===== src/rtl/rgb_pwm_pkg.sv =====
// rtl/rgb_pwm_pkg.sv - shared width, PWM ceiling and per-colour duty record for rgb_pwm
package rgb_pwm_pkg;

  localparam int PWM_WIDTH = 8;
  localparam int PWM_MAX   = (1 << PWM_WIDTH) - 1;

  typedef struct packed {
    logic [PWM_WIDTH-1:0] r;
    logic [PWM_WIDTH-1:0] g;
    logic [PWM_WIDTH-1:0] b;
  } rgb_duty_t;

endpackage


===== src/rtl/rgb_pwm_channel.sv =====
// rtl/rgb_pwm_channel.sv - one colour of rgb_pwm: active duty (target when RGB_PWM_FADE_EN) and registered LED bit
// RGB_PWM_FADE_EN: active walks one step per wrap toward a committed target instead of jumping.
module pwm_channel #(
  parameter int WIDTH = 8
) (
  input  logic             i_clk,
  input  logic             i_rst_n,
  input  logic [WIDTH-1:0] i_cnt,
  input  logic             i_wrap,
  input  logic             i_commit,
  input  logic [WIDTH-1:0] i_duty,
  output logic             o_led
);

  logic [WIDTH-1:0] r_active;
  logic             r_led;

`ifdef RGB_PWM_FADE_EN
  logic [WIDTH-1:0] r_target;
  logic [WIDTH-1:0] w_target_next;

  // A commit on this wrap already steers the step taken on the same wrap.
  assign w_target_next = i_commit ? i_duty : r_target;

  always_ff @(posedge i_clk or negedge i_rst_n) begin
    if (!i_rst_n) begin
      r_target <= '0;
      r_active <= '0;
    end else begin
      if (i_commit) begin
        r_target <= i_duty;
      end
      if (i_wrap) begin
        if (r_active < w_target_next) begin
          r_active <= r_active + 1'b1;
        end else if (r_active > w_target_next) begin
          r_active <= r_active - 1'b1;
        end
      end
    end
  end
`else
  always_ff @(posedge i_clk or negedge i_rst_n) begin
    if (!i_rst_n) begin
      r_active <= '0;
    end else if (i_commit) begin
      r_active <= i_duty;
    end
  end
`endif

  always_ff @(posedge i_clk or negedge i_rst_n) begin
    if (!i_rst_n) begin
      r_led <= 1'b0;
    end else begin
      r_led <= (i_cnt < r_active);
    end
  end

  assign o_led = r_led;

endmodule


===== src/rtl/rgb_pwm.sv =====
// rtl/rgb_pwm.sv - three-channel LED PWM timed by the divider output; duty updates land only on period wrap
// RGB_PWM_FADE_EN (see pwm_channel) switches channels from jump to one-step-per-period fading.
module rgb_pwm
  import rgb_pwm_pkg::*;
#(
  parameter int WIDTH = PWM_WIDTH
) (
  input  logic             clk,
  input  logic             rst_n,
  input  logic             div_clk,
  input  logic [WIDTH-1:0] duty_r,
  input  logic [WIDTH-1:0] duty_g,
  input  logic [WIDTH-1:0] duty_b,
  input  logic             duty_valid,
  output logic             duty_ready,
  output logic             led_r,
  output logic             led_g,
  output logic             led_b,
  output logic             period_start
);

  // The counter's last value is MAX-1, so a period is 2^WIDTH-1 ticks and duty MAX is solid on.
  localparam logic [WIDTH-1:0] CNT_LAST = WIDTH'((1 << WIDTH) - 2);

  logic             r_div_q;
  logic [WIDTH-1:0] r_cnt;
  rgb_duty_t        r_pending;
  logic             r_pending_full;
  logic             r_period_start;

  logic w_tick;
  logic w_wrap;
  logic w_xfer;
  logic w_commit;

  assign w_tick     = div_clk & ~r_div_q;
  assign w_wrap     = w_tick && (r_cnt == CNT_LAST);
  assign w_xfer     = duty_valid && !r_pending_full;
  assign w_commit   = w_wrap && r_pending_full;
  assign duty_ready = ~r_pending_full;
  assign period_start = r_period_start;

  always_ff @(posedge clk or negedge rst_n) begin
    if (!rst_n) begin
      r_div_q        <= 1'b0;
      r_cnt          <= '0;
      r_pending      <= '0;
      r_pending_full <= 1'b0;
      r_period_start <= 1'b0;
    end else begin
      r_div_q        <= div_clk;
      r_period_start <= w_wrap;
      if (w_tick) begin
        r_cnt <= w_wrap ? '0 : r_cnt + 1'b1;
      end
      // Transfer needs an empty slot and commit needs a full one, so they never coincide.
      if (w_xfer) begin
        r_pending      <= '{r: duty_r, g: duty_g, b: duty_b};
        r_pending_full <= 1'b1;
      end else if (w_commit) begin
        r_pending_full <= 1'b0;
      end
    end
  end

  pwm_channel #(.WIDTH(WIDTH)) u_ch_r (
    .i_clk    (clk),
    .i_rst_n  (rst_n),
    .i_cnt    (r_cnt),
    .i_wrap   (w_wrap),
    .i_commit (w_commit),
    .i_duty   (r_pending.r),
    .o_led    (led_r)
  );

  pwm_channel #(.WIDTH(WIDTH)) u_ch_g (
    .i_clk    (clk),
    .i_rst_n  (rst_n),
    .i_cnt    (r_cnt),
    .i_wrap   (w_wrap),
    .i_commit (w_commit),
    .i_duty   (r_pending.g),
    .o_led    (led_g)
  );

  pwm_channel #(.WIDTH(WIDTH)) u_ch_b (
    .i_clk    (clk),
    .i_rst_n  (rst_n),
    .i_cnt    (r_cnt),
    .i_wrap   (w_wrap),
    .i_commit (w_commit),
    .i_duty   (r_pending.b),
    .o_led    (led_b)
  );

endmodule

===== config.mk =====
export PLATFORM = sky130hd
export DESIGN_NAME = rgb_pwm
export DESIGN_NICKNAME = d
export VERILOG_FILES = /design/src/rtl/rgb_pwm_pkg.sv /design/src/rtl/rgb_pwm_channel.sv /design/src/rtl/rgb_pwm.sv
export SDC_FILE = /design/constraint.sdc
export NUM_CORES = 1
export LEC_CHECK = 0
export BUFFER_PORTS_ARGS = -buffer_cell sky130_fd_sc_hd__buf_4
export CAP_MARGIN = 20
export CORE_ASPECT_RATIO = 1.75
export CORE_UTILIZATION = 55
export CTS_BUF_LIST = sky130_fd_sc_hd__clkbuf_4 sky130_fd_sc_hd__clkbuf_8 sky130_fd_sc_hd__clkbuf_16
export CTS_CLUSTER_SIZE = 12
export DETAILED_ROUTE_END_ITERATION = 10
export PLACE_DENSITY = 0.76
export SLEW_MARGIN = 30
export SYNTH_ARGS = -nofsm -noshare
export SYNTH_HDL_FRONTEND = slang
export SYNTH_SLANG_ARGS = --single-unit

===== constraint.sdc =====
create_clock -name clk -period 3.3 [get_ports clk]
set_input_delay 0.165 -clock clk [delete_from_list [all_inputs] [get_ports clk]]
set_output_delay 0.165 -clock clk [all_outputs]
set_load 0.05 [all_outputs]

## After elaboration in Yosys (flattened, before gate mapping)

Index checks and enable logic that the tools add are counted.

- Register bits after elaboration: 62
- Latch bits: 0
- RAM bits: 0
- Bits in read-only memories: 0
- Input port bits: 28
- Output and inout bits: 5
- Word-level logic and storage cells: 29
- Memories: 0

- Add/sub/neg operators: 1
- Multiply operators: 0
- Div/mod/pow operators: 0
- Magnitude comparators: 3
- Eq/ne operators: 1
- Shifts and indexed selects: 0
- Mux-type cells: 3
- Bitwise gates (word level): 3
- Reduce and logical (&&, ||, !) cells: 5

Operators with widths:

| operator | count |
|---|---|
| less-than comparator 8 bit | 3 |
| adder 8 x 1 -> 8 bit, second input constant | 1 |
| equality test 8 bit, second input constant | 1 |
| two-way mux 8 bit | 1 |
| logical AND 1 bit | 3 |
| two-way mux 1 bit | 2 |
| NOT 1 bit | 2 |
| nonzero test 2 bit | 1 |
| bitwise AND 1 bit | 1 |
| logical NOT 1 bit | 1 |

## Longest topological paths before layout

- Depth after elaboration: 6
- Mapped depth: 7
- Gate-level depth less buffers: 6

## Cells and area by module

Synthesis repeated with hierarchy kept, for this count alone.

- Cell total of the unflattened synthesis: 260
- Area, all modules: 2892.8 um^2

By module, submodules not included:

| module | times used | cells an instance | area each (um^2) | sequential area each (um^2) |
|---|---|---|---|---|
| rgb_pwm | 1 | 110 | 1455.1 | 875.8 |
| pwm_channel | 3 | 50 | 479.2 | 225.2 |

## Least setup slack after synthesis

No wires, ideal clock.

- Path kind: reg2reg
- Start point: reg r_cnt[3]
- End point: reg u_ch_g.r_active[4]
- Library setup time: 0.125 ns
- Arrival time: 1.668 ns
- Required time: 3.175 ns
- Slack: 1.507 ns
- Stages on the path, launching flop included: 6
- Buffers on the path: 1
- Period minus slack after synthesis: 1.793 ns
- Cells stage by stage: dfrtp_1 > nand4_2 > nor4_4 > nand2_4 > buf_6 > mux2_4

- Longest elaborated chain between the ends: 3

RTL lines:

| what | RTL line | source |
|---|---|---|
| start: declaration | rgb_pwm.sv:26 | `logic [WIDTH-1:0] r_cnt;` |
| start signal: assignment | rgb_pwm.sv:54 | `r_cnt <= w_wrap ? '0 : r_cnt + 1'b1;` |
| equality test 8 bit | rgb_pwm.sv:37 | `assign w_wrap = w_tick && (r_cnt == CNT_LAST);` |
| logical AND 1 bit | rgb_pwm.sv:37 |  |
| via u_ch_b.i_wrap | rgb_pwm_channel.sv:9 | `input logic i_wrap,` |
| logical AND 1 bit | rgb_pwm.sv:39 | `assign w_commit = w_wrap && r_pending_full;` |
| end signal: assignment | rgb_pwm_channel.sv:47 | `r_active <= i_duty;` |
| end: declaration | rgb_pwm_channel.sv:15 | `logic [WIDTH-1:0] r_active;` |

The timed path passes the listed nets, and every way through them passes these cells.
A chain may end at the register's enable or synchronous reset.

## Worst setup path in the final report

- Start point: reg r_cnt[3]
- End point: reg u_ch_r.r_active[2]

- Longest elaborated chain between the ends: 3

RTL lines:

| what | RTL line |
|---|---|
| equality test 8 bit | rgb_pwm.sv:37 |
| logical AND 1 bit | rgb_pwm.sv:37 |
| via u_ch_b.i_wrap | rgb_pwm_channel.sv:9 |
| logical AND 1 bit | rgb_pwm.sv:39 |
| end signal: assignment | rgb_pwm_channel.sv:47 |
| end: declaration | rgb_pwm_channel.sv:15 |

The timed path passes the listed nets, and every way through them passes these cells.

==> reports/results.tsv <==
metric	value	unit
powerDensity	694	nW/um2
peakVddDrop	0.000404	V
drv_slew	0	
rsz0062_at_grt	false	
h-tree-depth	3	
die_x	57.6	um
grt_pass1_vias	1906	
setup_viol_count_final	0	
cts_tree	yes	
finalClockSkew	9.16	ps
finalSetupTns	0	ps
required	3520	ps
grt-ovfl-total	0	
fillers	416	
place_hpwl	3650	um
yosysSeqAreaShare	52.1	%
worst_slack	1140	ps
clkLatencyLatePin	340	ps
numCtsBuffers	9	
hold_viol	0	
diodes	0	
tightest_slew	750	ps
timing.fmax	0.464	GHz
yosys_warnings	0	
cts-root-buf	clkbuf_8	
drt-total-wl	5060	um
maxCapViolCount	0	
relSlewSlack	50.0	%
ys_ff_latch	62	
grt.total_usage	21.1	%
layout-drive-gt1-share	37.2	%
wire_per_inst	15.6	um
ys_types	29	
syn_nets	275	
drtIter0Drc	45	
synth_ff_type	dfrtp_1	
syn_inst	224	
multi_input_comb_area	1290	um2
min_path_cells	2	
path_class	flop to flop	
drt_first_pass_iters	7	
status	finished, violations left	
period_needed	2160	ps
regArea	1550	um2
area_delta_synth_final	17.2	%
whs	44.8	ps
power.leakage	1.71	nW
clk_pin_slew_worst_paths	60	ps
row_count	35	
fin_nets	316	
grt_max_degree	63	
numPortBuffers	32	
layout_common_cells	dfrtp_1, buf_4, mux2_2	
core	5260	um2
grt_pass1_wl	8750	um
cts_buffer_depth	2	
cts.sinks	62	
num_io_pins	33	
cp.arrival	2380	ps
final_common_cell	dfrtp_1	
syn_avg_cell_area	13.3	um2
crit_fanout	25	
start_kind	flop	
post-place-ws	1170	ps
dieHeight	99.4	um
cp-end-kind	flop	
synth_edf_count	0	
antenna_found_initial	0	
violations	DRC	
synth_area	2980	um2
routed_via_density	5.66	
fp.dieArea	5730	um2
place_congestion	0.817	
finalCritPeriodShare	65.3	%
start_util	56.7	%
detail-route-antenna-nets	0	
synth-async-reset-ratio	100	%
worstHoldPathType	primary input to flop	
drc	1	
r2r_cells	4	
vias	1834	
-- per-layer routing --
metal  share of wire (%)  track usage, %  vias to the layer above
li1                    -               -                      865
met1                  42            25.1                      916
met5                   0               0                        -
met3                 3.1            4.68                       12
met2                  52            33.9                       41
met4                 2.8            13.5                        0
-- state kept, by name (all words and copies together), names as in the netlist --
name             flops
period_start         1
r_cnt                8
r_div_q              1
r_pending           24
r_pending_full       1
u_ch_b.o_led         1
u_ch_b.r_active      8
u_ch_g.o_led         1
u_ch_g.r_active      8
u_ch_r.o_led         1
u_ch_r.r_active      8
-- Yosys cell counts, drive strengths merged (2+ instances only) --
| master | count | area, um2 |
|---|---|---|
| mux2 | 48 | 612 |
| nand2 | 7 | 33.8 |
| o211ai | 4 | 30.0 |
| nand2b | 4 | 25.0 |
| a21o | 6 | 45.0 |
| a21oi | 5 | 25.0 |
| o21ai | 6 | 30.0 |
| dfrtp | 62 | 1550 |
| a41oi | 3 | 26.3 |
| a211oi | 3 | 22.5 |
| nand3 | 3 | 15.0 |
| buf | 2 | 22.5 |
| inv | 27 | 101 |
| ha | 23 | 288 |
| nor2b | 2 | 12.5 |
| or3 | 5 | 31.3 |
| clkbuf | 3 | 11.3 |
| nand4 | 2 | 18.8 |
| nor2 | 2 | 7.51 |
-- what timing repair did --
item,4_1_cts,5_1_grt
setup buffers,0,0
endpoints found under the hold margin,63,0
hold buffers,2,0
gates resized for setup,0,0
-- worst max-delay path, stage by stage, from the launching register on --
cell and delay, ps:
dfrtp_1 540, nand4_2 200, nor4_4 520, nand2_4 370
mux2_4 400
-- stage by stage --
stage                     area, um2  power, mW  util, %  std cells
after floorplan                2980       1.55        -        224
after global routing           3490       2.59     66.5        324
final                          3490       2.43     66.5        324
after global placement         3260       1.72     62.1        307
after detailed placement       3260       1.77     62.1        307
after CTS                      3490       2.46     66.5        324
-- area by class of cell --
class | count | share of cell area [%]
Tap cell | 55 | 1.97
Timing Repair Buffer | 35 | 7.67
Sequential cell | 62 | 44.4
Inverter | 27 | 2.90
Clock buffer | 12 | 4.73
Multi-Input combinational cell | 130 | 37.1
Clock inverter | 3 | 1.22
-- cell families (layout without fill, tap and decap cells) --
family,after synthesis,after routing,synth area share (%)
AND/OR/NAND/NOR,27,27,5.80
flip-flops,62,62,52.1
multiplexers,48,48,20.5
AO/OA/AOI/OAI,30,30,6.80
adder cells (fa/ha/maj),23,23,9.66
buffers and inverters,32,77,4.54
XOR/XNOR,2,2,0.588
-- path summary, 6_finish.rpt --
path	from	endpoint	slack (ps)
setup / recovery	r_cnt[3]$_DFFE_PN0P_	u_ch_r.r_active[2]$_DFFE_PN0P_	1140
hold / removal	duty_valid	r_pending_full$_DFFE_PN0P_	40
setup reg to reg	r_cnt[3]$_DFFE_PN0P_	u_ch_r.r_active[2]$_DFFE_PN0P_	1140
hold reg to reg	r_pending[0]$_DFFE_PN0P_	u_ch_b.r_active[0]$_DFFE_PN0P_	500
max in group asynchronous	rst_n	u_ch_g.r_active[1]$_DFFE_PN0P_	2370
min in group asynchronous	rst_n	u_ch_b.r_active[6]$_DFFE_PN0P_	420
-- power by group --
| group | switching, mW | total, mW | internal, mW |
|---|---|---|---|
| logic | 0.304 | 0.644 | 0.339 |
| clock network | 0.278 | 0.682 | 0.405 |
| registers | 0.156 | 1.10 | 0.943 |
Note: power is estimated with default switching activity, not from simulation.
